$ cat config.mk
export PLATFORM = sky130hd
export DESIGN_NAME = bin2bcd_seq
export DESIGN_NICKNAME = d
export VERILOG_FILES = /design/src/rtl/bin2bcd_pkg.sv /design/src/rtl/bcd_digit_adj.sv /design/src/rtl/bin2bcd_seq_chk.sv /design/src/rtl/bin2bcd_seq.sv
export SDC_FILE = /design/constraint.sdc
export NUM_CORES = 1
export LEC_CHECK = 0
export ABC_AREA = 1
export CORE_MARGIN = 2
export CORE_UTILIZATION = 45
export CTS_CLUSTER_SIZE = 30
export DETAILED_ROUTE_END_ITERATION = 8
export GPL_TIMING_DRIVEN = 0
export PLACE_DENSITY = 0.65
export RECOVER_POWER = 100
export SLEW_MARGIN = 20
export SYNTH_ARGS = -nofsm -noshare
export SYNTH_HDL_FRONTEND = slang
export SYNTH_SLANG_ARGS = --single-unit
$ cat constraint.sdc
create_clock -name clk -period 2.1 [get_ports clk]
set_clock_uncertainty 0.2 [all_clocks]
set_input_delay 0.315 -clock clk [delete_from_list [all_inputs] [get_ports clk]]
set_output_delay 0.315 -clock clk [all_outputs]
set_load 0.1 [all_outputs]
$ cat src/rtl/bin2bcd_pkg.sv
// Shared types and constants for the sequential binary-to-BCD converter.
package bin2bcd_pkg;

  // Conversion controller states.
  typedef enum logic [1:0] {
    IDLE  = 2'd0,
    SHIFT = 2'd1,
    DONE  = 2'd2
  } state_t;

  // Width of one packed BCD digit.
  localparam int BCD_DIGIT_W = 4;

  // Double-dabble correction: a digit of 5 or more gets 3 added before the
  // shift so that the doubled value carries correctly into the next digit.
  localparam logic [BCD_DIGIT_W-1:0] ADJ_THRESH = 4'd5;
  localparam logic [BCD_DIGIT_W-1:0] ADJ_ADD    = 4'd3;

  // One digit of the add-3 correction.
  function automatic logic [BCD_DIGIT_W-1:0] dabble_adj(input logic [BCD_DIGIT_W-1:0] digit);
    logic [BCD_DIGIT_W-1:0] res;
    if (digit >= ADJ_THRESH) begin
      res = digit + ADJ_ADD;
    end else begin
      res = digit;
    end
    return res;
  endfunction

endpackage

$ cat src/rtl/bcd_digit_adj.sv
// Combinational "add 3 if >= 5" cell for one working BCD digit.
module bcd_digit_adj
  import bin2bcd_pkg::*;
(
  input  logic [BCD_DIGIT_W-1:0] digit_i,
  output logic [BCD_DIGIT_W-1:0] digit_o
);

  // Apply the double-dabble correction to a single digit.
  always_comb begin
    digit_o = dabble_adj(digit_i);
  end

endmodule

$ cat src/rtl/bin2bcd_seq_chk.sv
// Protocol checker for the converter handshake outputs.
module bin2bcd_seq_chk (
  input logic clk,
  input logic rst_n,
  input logic busy,
  input logic done
);

  // A conversion cannot be in progress and completing in the same cycle.
  a_busy_done_excl: assert property (@(posedge clk) disable iff (!rst_n) !(busy && done));

endmodule

$ cat src/rtl/bin2bcd_seq.sv
// Sequential binary-to-BCD converter (double dabble, one bit per clock).
// The result registers hold the last completed conversion so the display
// decoders downstream see a stable value while the next one runs.
module bin2bcd_seq
  import bin2bcd_pkg::*;
#(
  parameter int IN_W   = 8,
  parameter int DIGITS = 3
) (
  input  logic                  clk,
  input  logic                  rst_n,
  input  logic                  start,
  input  logic [IN_W-1:0]       bin,
  output logic                  busy,
  output logic                  done,
  output logic [4*DIGITS-1:0]   bcd,
  output logic                  ovf
);

  localparam int BCD_W = BCD_DIGIT_W * DIGITS;
  localparam int CNT_W = $clog2(IN_W + 1);

  state_t             state_q;
  logic [IN_W-1:0]    shift_q;
  logic [BCD_W-1:0]   work_q;
  logic               wovf_q;
  logic [CNT_W-1:0]   cnt_q;
  logic               busy_q;
  logic               done_q;
  logic [BCD_W-1:0]   bcd_q;
  logic               ovf_q;

  logic [BCD_W-1:0]   adj_s;
  logic [IN_W-1:0]    shift_d;
  logic [BCD_W-1:0]   work_d;
  logic               wovf_d;
  logic [CNT_W-1:0]   cnt_d;

  // One correction cell per working digit.
  for (genvar g = 0; g < DIGITS; g++) begin : g_adj
    bcd_digit_adj u_adj (
      .digit_i (work_q[g*BCD_DIGIT_W +: BCD_DIGIT_W]),
      .digit_o (adj_s[g*BCD_DIGIT_W +: BCD_DIGIT_W])
    );
  end

  // Next working values for one SHIFT step: shift {adjusted bcd, binary}
  // left by one; the bit leaving the top digit means the value does not fit.
  always_comb begin
    work_d  = {adj_s[BCD_W-2:0], shift_q[IN_W-1]};
    shift_d = shift_q << 1;
    wovf_d  = wovf_q | adj_s[BCD_W-1];
    cnt_d   = cnt_q - CNT_W'(1);
  end

  // Controller, working registers and registered outputs.
  always_ff @(posedge clk) begin
    if (!rst_n) begin
      state_q <= IDLE;
      shift_q <= {IN_W{1'b0}};
      work_q  <= {BCD_W{1'b0}};
      wovf_q  <= 1'b0;
      cnt_q   <= {CNT_W{1'b0}};
      busy_q  <= 1'b0;
      done_q  <= 1'b0;
      bcd_q   <= {BCD_W{1'b0}};
      ovf_q   <= 1'b0;
    end else begin
      case (state_q)
        IDLE, DONE: begin
          done_q <= 1'b0;
          if (start) begin
            shift_q <= bin;
            work_q  <= {BCD_W{1'b0}};
            wovf_q  <= 1'b0;
            cnt_q   <= CNT_W'(IN_W);
            busy_q  <= 1'b1;
            state_q <= SHIFT;
          end else begin
            busy_q  <= 1'b0;
            state_q <= IDLE;
          end
        end
        SHIFT: begin
          shift_q <= shift_d;
          work_q  <= work_d;
          wovf_q  <= wovf_d;
          cnt_q   <= cnt_d;
          if (cnt_q == CNT_W'(1)) begin
            bcd_q   <= work_d;
            ovf_q   <= wovf_d;
            busy_q  <= 1'b0;
            done_q  <= 1'b1;
            state_q <= DONE;
          end else begin
            busy_q  <= 1'b1;
            done_q  <= 1'b0;
            state_q <= SHIFT;
          end
        end
        default: begin
          busy_q  <= 1'b0;
          done_q  <= 1'b0;
          state_q <= IDLE;
        end
      endcase
    end
  end

  assign busy = busy_q;
  assign done = done_q;
  assign bcd  = bcd_q;
  assign ovf  = ovf_q;

  bin2bcd_seq_chk u_chk (
    .clk   (clk),
    .rst_n (rst_n),
    .busy  (busy_q),
    .done  (done_q)
  );

endmodule
# Word-level counts from Yosys, hierarchy flattened
# Cells that the tools add are included.
[totals] register_bits=42 wordCells=45 output_inout_bits=15
[classes] muxes=18 add_sub_neg=4 bitwise_logic=1 n_eq_ne=4 order_cmp=3 reduce_logical=6
[ops] op="$pmux 12 s2" n=1
[ops] op="$mux 4" n=4
[ops] op="$pmux 8 s2" n=1
[ops] op="$add 4x2->4 const B" n=3
[ops] op="$ge 4x3->1 const B" n=3
[ops] op="$mux 12" n=1
[ops] op="$mux 8" n=1
[ops] op="$pmux 4 s2" n=1
[ops] op="$reduce_and 2->1" n=3
[ops] op="$mux 1" n=5
[ops] op="$eq 4x1->1 const B" n=1
[ops] op="$pmux 1 s2" n=2
[ops] op="$pmux 2 s2" n=1
[ops] op="$sub 4x1->4 const B" n=1
[ops] op="$eq 2x1->1 const B" n=1
[ops] op="$eq 2x2->1 const B" n=1
[ops] op="$logic_not 2->1" n=1
[ops] op="$mux 2" n=1
[ops] op="$ne 2x2->1 const B" n=1
[ops] op="$reduce_bool 2->1" n=1
[ops] op="$reduce_or 2->1" n=1
[ops] op="$or 1x1->1" n=1

# Depth between registers and ports, before layout
# Gate-level depths: netlist of run 1.
[depth] ltp_word=4 mapped_depth=9 ltp_nobuf=9

# Cells and area by module
# A second synthesis of run 1 with hierarchy kept.
[hier_totals] hier_cells=290 area_unflattened_um2=2062.0
[by_module_without_submodules] mod="bin2bcd_seq" cells_each=221 seq_area_each_um2=820.8 area_each_um2=1656.6 n_inst=1
[by_module_without_submodules] mod="bcd_digit_adj" cells_each=23 seq_area_each_um2=0.0 area_each_um2=135.1 n_inst=3

# Least setup slack after synthesis of run 1
# No wires, ideal clock.
[synth_path] path_type="flip-flop to flip-flop" from="reg state_q[0]" to="reg cnt_q[3]" t_arrival_ns=1.743 path_slack_ns=0.044 path_stages_with_launch=9 path_buffers=1 cell_sequence="dfxtp_1 inv_2 nor2_4 buf_4 nand2_1 nor3_1 nand2_1 nand2_1 nor2_1"
[synth_via] elab_chain_cells=4
[synth_lines] element="from (decl)" line_no="bin2bcd_seq.sv:23" source="state_t state_q;"
[synth_lines] element="from (signal assigned)" line_no="bin2bcd_seq.sv:59" source="state_q <= IDLE;"
[synth_lines] element="from (signal assigned)" line_no="bin2bcd_seq.sv:78" source="state_q <= SHIFT;"
[synth_lines] element="from (signal assigned)" line_no="bin2bcd_seq.sv:81" source="state_q <= IDLE;"
[synth_lines] element="$eq 2x2->1 or $logic_not 2->1 (tied branches)" line_no="bin2bcd_seq.sv:69" source="case (state_q)"
[synth_lines] element="$reduce_or 2->1" line_no="bin2bcd_seq.sv:69"
[synth_lines] element="$ne 2x2->1 (no line) or $reduce_bool 2->1 (tied branches)"
[synth_lines] element="$reduce_and 2->1 (no line)"
[synth_lines] element="to (signal assigned)" line_no="bin2bcd_seq.sv:63" source="cnt_q <= {CNT_W{1'b0}};"
[synth_lines] element="to (signal assigned)" line_no="bin2bcd_seq.sv:76" source="cnt_q <= CNT_W'(IN_W);"
[synth_lines] element="to (signal assigned)" line_no="bin2bcd_seq.sv:88" source="cnt_q <= cnt_d;"
[synth_lines] element="to (decl)" line_no="bin2bcd_seq.sv:27" source="logic [CNT_W-1:0] cnt_q;"
# Parallel ways exist; a longest one is shown, timed or not.
# A chain may end at the register's enable or synchronous reset.

# Worst setup path in the final report of run 1
[layout_path] from="reg bcd_q[4] (netlist: bcd[4])" to="out bcd[4]"
[layout_lines] element="from (decl)" line_no="bin2bcd_seq.sv:30" source="logic [BCD_W-1:0] bcd_q;"
[layout_lines] element="from (signal assigned)" line_no="bin2bcd_seq.sv:66" source="bcd_q <= {BCD_W{1'b0}};"
[layout_lines] element="from (signal assigned)" line_no="bin2bcd_seq.sv:90" source="bcd_q <= work_d;"
[layout_lines] element="to (decl)" line_no="bin2bcd_seq.sv:16" source="output logic [4*DIGITS-1:0] bcd,"
# No word-level cell between the ends.

==> reports/results.txt, run 1 <==
CTS max path bufs -> 2
CTS buffer count -> 5
Clock transition at path regs -> 0.07 ns
Final Core Density -> 0.539
number of filler cells placed in the layout -> 412
root buffer cell -> clkbuf_8
port bufs -> 25
CP max stage cell -> clkbuf_1
Critical Path Source -> bcd[4]$_SDFFE_PN0P_
DRC viols -> 0
GRT Resource Usage Total -> 0.184
Placement Setup Slack -> 0.0501 ns
worst endpoint data arrival time -> 1.51 ns
placed cell count -> 337
vias per cell -> 4.96
family with the most delay on the worst path -> buffers and inverters
total grt overflow -> 0
Worst-Skew Late Latency -> 0.30 ns
Slew HR -> 0.226
Rows -> 23
pin count of the biggest net entering global routing -> 12
worst r2r dst -> shift_q[4]$_SDFFE_PN0P_
Synth Area in Adders -> 0.0524
syn nets -> 281
DRT iter0 DRCs -> 129
share of cells above drive strength 1 -> 0.0476
vias in the first global route -> 1509
initial core utilization -> 0.471
Synth Area in Compound Gates -> 0.145
FF+latch area -> 821 um2
fin cells -> 344
routed wire length -> 4.06 mm
Setup crit end kind -> primary output
met1 wire length -> 2.04 mm
die height -> 69.2 um
Post-Synth Simple-Gate Area -> 0.280
hold_sp -> ovf$_SDFFE_PN0P_
max-slew violations -> 0
PD cells -> 708 mW/mm2
Setup Crit Path Kind -> flip-flop to primary output
total setup buffers inserted after CTS -> 0
ANT cells -> 0
buffers and inverters on the worst path -> 1
RR Startpoint -> state_q[0]$_SDFF_PN0_
drt pass-1 iters -> 4
outcome -> completed
post-route design area -> 0.00219 mm2
RSZ-0062 raised after global routing -> false
Final Hold Vio Count -> 0
Cells after Synth -> 262
CTS tree -> built
multi-input logic area -> 892 um2
Final Cycle Share -> 0.963
largest stage delay on the critical path -> 0.87 ns
Placeable Area -> 0.00406 mm2
Avg Cell Area, Syn -> 7.30 um2
Power Total -> 1.55 mW
Area Overhead vs Synth -> 14.3%
startpoint types -> flip-flop
post-synthesis xor/xnor area fraction -> 0
first-pass GRT wire length -> 7.01 mm
die area -> 0.00479 mm2
mux contribution to synthesized area -> 0
uppermost routed layer -> met4
final worst setup slack -> 0.0771 ns
htree depth -> 2
leakage -> 0.911 nW
r2r setup slk -> 0.20 ns
# hold bufs at CTS -> 0
Final HPWL DP -> 2.87 mm
maxcap violations -> 0
IO Pins -> 26
total negative slack -> 0 ns
Worst VDD drop -> 0.406 mV
peak fanout along the critical path -> 2
Worst Hold Margin -> 0.268 ns
vias -> 1706
Distinct cells, synth -> 23
GP Congestion -> 0.800
WL met2 -> 1.78 mm
Yosys reg bits -> 41
initial antenna violation count -> 0
DP Area -> 0.00222 mm2
Crit path depth -> 1
worst reg2reg path depth -> 8
die width -> 69.2 um
class of the worst hold path -> flip-flop to flip-flop
f_max -> 0.494 GHz
sequential share of the synthesized area -> 0.429
routed wl met3 -> 147 um
post-route ant nets -> 0
CP Cell Sequence -> clkbuf_1
Synth Cell Area -> 0.00191 mm2
CTS sink cnt -> 41
largest family of logic cells by synthesized area -> simple AND/OR/NAND/NOR gates
Final setup viols -> 0
fin crit period -> 2.02 ns
Worst Max-Slew Pin Slew -> 1.17 ns
Crit path required time -> 1.58 ns
Post-CTS Resized -> 15
Layout Nets -> 313
Routed WL per cell -> 11.8 um
Yosys warnings -> 0
Setup crit end -> bcd[4]
how the worst min path moves through the flow:
stage | slack (ns) | cells past startpoint | end
floorplan | 0.24 | 2 | bcd[0]$_SDFFE_PN0P_
global placement | 0.25 | 2 | shift_q[0]$_SDFFE_PN0P_
detailed placement | 0.25 | 2 | shift_q[0]$_SDFFE_PN0P_
CTS | 0.27 | 2 | shift_q[0]$_SDFFE_PN0P_
global route | 0.29 | 2 | ovf$_SDFFE_PN0P_
finish | 0.27 | 2 | ovf$_SDFFE_PN0P_
cell usage in the layout, fill, tap and decap left out:
| cell type | count |
|---|---|
| ha_1 | 8 |
| o21ai_0 | 16 |
| nor2_1 | 17 |
| clkbuf_2 | 1 |
| nand3_1 | 25 |
| inv_1 | 30 |
| clkbuf_1 | 20 |
| dlygate4sd3_1 | 1 |
| nor2_4 | 1 |
| clkdlybuf4s50_1 | 9 |
| buf_6 | 1 |
| o22ai_1 | 3 |
| o21ai_1 | 5 |
| inv_4 | 1 |
| nand2_1 | 74 |
| dlygate4sd2_1 | 1 |
| nor2_8 | 1 |
| a31oi_1 | 7 |
| o21a_1 | 2 |
| a21oi_1 | 19 |
| clkinvlp_2 | 1 |
| nand2_2 | 1 |
| inv_2 | 1 |
| clkbuf_8 | 6 |
| nor3_1 | 2 |
| dfxtp_1 | 41 |
synthesized netlist by cell type:
cell type,number,area [um2]
a21oi_1,19,95.1
a31oi_1,7,43.8
buf_2,1,5.00
buf_4,1,7.51
buf_6,2,22.5
clkbuf_1,3,11.3
dfxtp_1,41,821
ha_1,8,100
inv_1,26,97.6
inv_2,4,15.0
inv_4,3,18.8
nand2_1,74,278
nand2_2,1,6.26
nand3_1,24,120
nand3_2,1,10.0
nor2_1,16,60.1
nor2_4,1,11.3
nor2_8,2,40.0
nor3_1,2,10.0
o21a_1,2,15.0
o21ai_0,16,80.1
o21ai_1,5,25.0
o22ai_1,3,18.8
flip-flops by register name, indices dropped and copies added, names as in the netlist:
name and flops:
wovf_q 1, ovf 1, done 1, cnt_q 4, state_q 2, bcd 12
work_q 12, shift_q 8
cell type report:
| type | instances | share of cell area |
|---|---|---|
| multi-input combinational | 181 | 0.408 |
| timing repair buffer | 25 | 0.0738 |
| inverter | 33 | 0.0584 |
| clock buffer | 7 | 0.0395 |
| sequential | 41 | 0.376 |
| buffer | 7 | 0.0160 |
| tap | 50 | 0.0286 |
cells by family (layout without fill, tap and decap cells):
kind of cell	after synthesis	after routing
fa+ha+maj	8	8
buf+inv	40	72
simple gates	121	121
flops	41	41
compound gates	52	52
where the power goes:
part           internal, mW  total (mW)  switching [mW]
combinational        0.0578       0.202           0.144
sequential            0.803       0.817          0.0140
clock                 0.261       0.529           0.268
total                  1.12        1.55           0.426
per-layer routing:
metal | GRT usage | vias up
met5 | 0 | -
met4 | 0.0915 | 0
met3 | 0.0392 | 7
met2 | 0.290 | 26
met1 | 0.238 | 761
li1 | - | 912
Power figures use the tool's default switching activity.
==> run 2, diff against run 1 <==
--- a/config.mk
+++ b/config.mk
@@ -5,7 +5,6 @@
 export SDC_FILE = /design/constraint.sdc
 export NUM_CORES = 1
 export LEC_CHECK = 0
-export ABC_AREA = 1
 export CORE_MARGIN = 2
 export CORE_UTILIZATION = 45
 export CTS_CLUSTER_SIZE = 30
@@ -13,7 +12,7 @@
 export GPL_TIMING_DRIVEN = 0
 export PLACE_DENSITY = 0.65
 export RECOVER_POWER = 100
-export SLEW_MARGIN = 20
+export SLEW_MARGIN = 25
 export SYNTH_ARGS = -nofsm -noshare
 export SYNTH_HDL_FRONTEND = slang
 export SYNTH_SLANG_ARGS = --single-unit
==> reports/results.txt, run 2 <==
syn nets -> 223
synth top area cells -> dfxtp_1, ha_1, o22ai_1
# hold bufs at CTS -> 0
Yosys top cell by area -> dfxtp_1
DRC viols -> 0
drt pass-1 iters -> 4
CP Cell Sequence -> clkbuf_1
final worst setup slack -> 0.0794 ns
CTS tree -> built
Placement Setup Slack -> -0.0291 ns
multi-input logic area -> 906 um2
Post-CTS Resized -> 15
worst endpoint data arrival time -> 1.51 ns
Post-synth top flop -> dfxtp_1
Worst Hold Depth -> 2
Yosys reg bits -> 41
htree depth -> 2
Rows -> 23
post-route design area -> 0.00215 mm2
port bufs -> 25
peak fanout along the critical path -> 4
sink of the worst hold path -> ovf$_SDFFE_PN0P_
root buffer cell -> clkbuf_8
commonest cells after routing, fill and taps aside -> dfxtp_1, clkbuf_1, nand2_1, a21oi_1, o22ai_1
worst r2r dst -> ovf$_SDFFE_PN0P_
CTS sink cnt -> 41
family with the most delay on the worst path -> buffers and inverters
total setup buffers inserted after CTS -> 0
Worst Max-Slew Pin Slew -> 1.17 ns
sequential share of the synthesized area -> 0.443
DRT iter0 DRCs -> 91
vias per cell -> 5.38
routed wire length -> 3.91 mm
PD cells -> 740 mW/mm2
startpoint types -> flip-flop
IO Pins -> 26
Setup Crit Path Kind -> flip-flop to primary output
Slew HR -> 0.225
Distinct cells, synth -> 30
die area -> 0.00465 mm2
Async SR Flop Fraction -> 0
most frequent cell after synthesis -> dfxtp_1
first-pass GRT wire length -> 6.55 mm
Final Cycle Share -> 0.962
r2r setup slk -> 0.18 ns
ANT cells -> 0
Area Overhead vs Synth -> 15.8%
total grt overflow -> 0
FF+latch area -> 822 um2
Layout Nets -> 255
Worst VDD drop -> 0.459 mV
RR Startpoint -> state_q[0]$_SDFF_PN0_
Post-synth top cells -> dfxtp_1, nand2_1, a21oi_1
DP Area -> 0.00217 mm2
Post-synth EDFFs -> 0
largest stage delay on the critical path -> 0.86 ns
GP Congestion -> 0.796
Final HPWL DP -> 2.63 mm
Crit path required time -> 1.58 ns
Final setup viols -> 0
Setup crit end kind -> primary output
max-slew violations -> 0
vias in the first global route -> 1426
number of filler cells placed in the layout -> 393
die height -> 68.2 um
outcome -> completed
RSZ-0062 raised after global routing -> false
die width -> 68.2 um
initial core utilization -> 0.467
class of the worst hold path -> flip-flop to flip-flop
pin count of the biggest net entering global routing -> 13
maxcap violations -> 0
Cells after Synth -> 204
leakage -> 0.781 nW
post-route ant nets -> 0
CTS max path bufs -> 2
Placeable Area -> 0.00397 mm2
initial antenna violation count -> 0
worst reg2reg path depth -> 6
Yosys top cell area share -> 0.443
fin crit period -> 2.02 ns
Yosys warnings -> 0
Worst Hold Margin -> 0.262 ns
CTS buffer count -> 5
Routed WL per cell -> 13.6 um
Synth Cell Area -> 0.00185 mm2
Worst-Skew Late Latency -> 0.29 ns
buffers and inverters on the worst path -> 1
Clock transition at path regs -> 0.08 ns
commonest non-fill, non-tap cell in the layout -> dfxtp_1
GRT Resource Usage Total -> 0.191
Final Hold Vio Count -> 0
Power Total -> 1.59 mW
CP max stage cell -> clkbuf_1
vias -> 1544
share of cells above drive strength 1 -> 0.0802
hold_sp -> wovf_q$_SDFFE_PN0P_
Avg Cell Area, Syn -> 9.09 um2
f_max -> 0.495 GHz
[run 2: cell types whose count changed after synthesis, sizes merged, moves of 4 or more]
cell,before,now
nand2,75,19
inv,33,11
nor2,19,4
nand3,25,12
o21ai,21,9
o22ai,3,15
a21boi,0,10
a22oi,0,9
nor2b,0,8
nor3b,0,7
a31oi,7,1
buf,4,8
nand2b,0,4
[run 2: per-layer routing]
metal,track usage,share of wire,up-vias
met1,0.248,0.50,721
met4,0.0725,0.013,0
met2,0.301,0.44,32
met5,0,0,-
li1,-,-,786
met3,0.0526,0.050,5
[run 2: kinds of logic (layout without fill, tap and decap cells)]
kind of cell / after synthesis / after routing / synth area share
buffers and inverters: 23 / 56 / 0.0621
flip-flops: 41 / 41 / 0.443
XOR/XNOR: 3 / 3 / 0.0142
AND/OR/NAND/NOR: 60 / 60 / 0.180
multiplexers: 4 / 4 / 0.0236
AO/OA/AOI/OAI: 65 / 65 / 0.223
adder cells (fa/ha/maj): 8 / 8 / 0.0540
[run 2: area by class of cell]
cell class,count,area share
Tap cell,50,0.0291
Clock buffer,7,0.0449
Sequential cell,41,0.383
Inverter,11,0.0192
Timing Repair Buffer,25,0.0728
Multi-Input combinational cell,140,0.422
Buffer,12,0.0268
Clock inverter,1,0.00233
[run 2: through the flow]
stage               setup TNS, ns  utilization  instances
finish                          0        0.541        287
global route                    0        0.541        287
CTS                             0        0.567        287
detailed placement        -0.0367        0.546        279
global placement           -0.191        0.546        279
floorplan                       0            -        204
[run 2: where the power goes]
group / internal, mW / total, mW / switching (mW)
sequential: 0.803 / 0.820 / 0.0171
combinational: 0.0681 / 0.199 / 0.131
clock: 0.297 / 0.571 / 0.274
[run 2: worst max path at each step]
stage | startpoint | endpoint | slack [ns] | cells after the start
finish | state_q[0]$_SDFF_PN0_ | busy | 0.08 | 1
global route | state_q[0]$_SDFF_PN0_ | busy | 0.04 | 1
CTS | state_q[0]$_SDFF_PN0_ | busy | 0.08 | 1
detailed placement | rst_n | work_q[6]$_SDFFE_PN0P_ | -0.03 | 4
global placement | rst_n | work_q[6]$_SDFFE_PN0P_ | -0.05 | 4
floorplan | state_q[0]$_SDFF_PN0_ | ovf$_SDFFE_PN0P_ | 0.25 | 6
==> run 3, diff against run 2 <==
--- a/config.mk
+++ b/config.mk
@@ -5,6 +5,7 @@
 export SDC_FILE = /design/constraint.sdc
 export NUM_CORES = 1
 export LEC_CHECK = 0
+export ABC_AREA = 1
 export CORE_MARGIN = 2
 export CORE_UTILIZATION = 45
 export CTS_CLUSTER_SIZE = 30
==> results of run 3 <==
Same layout as run 1: the final DEF is identical, and so are final timing and power.
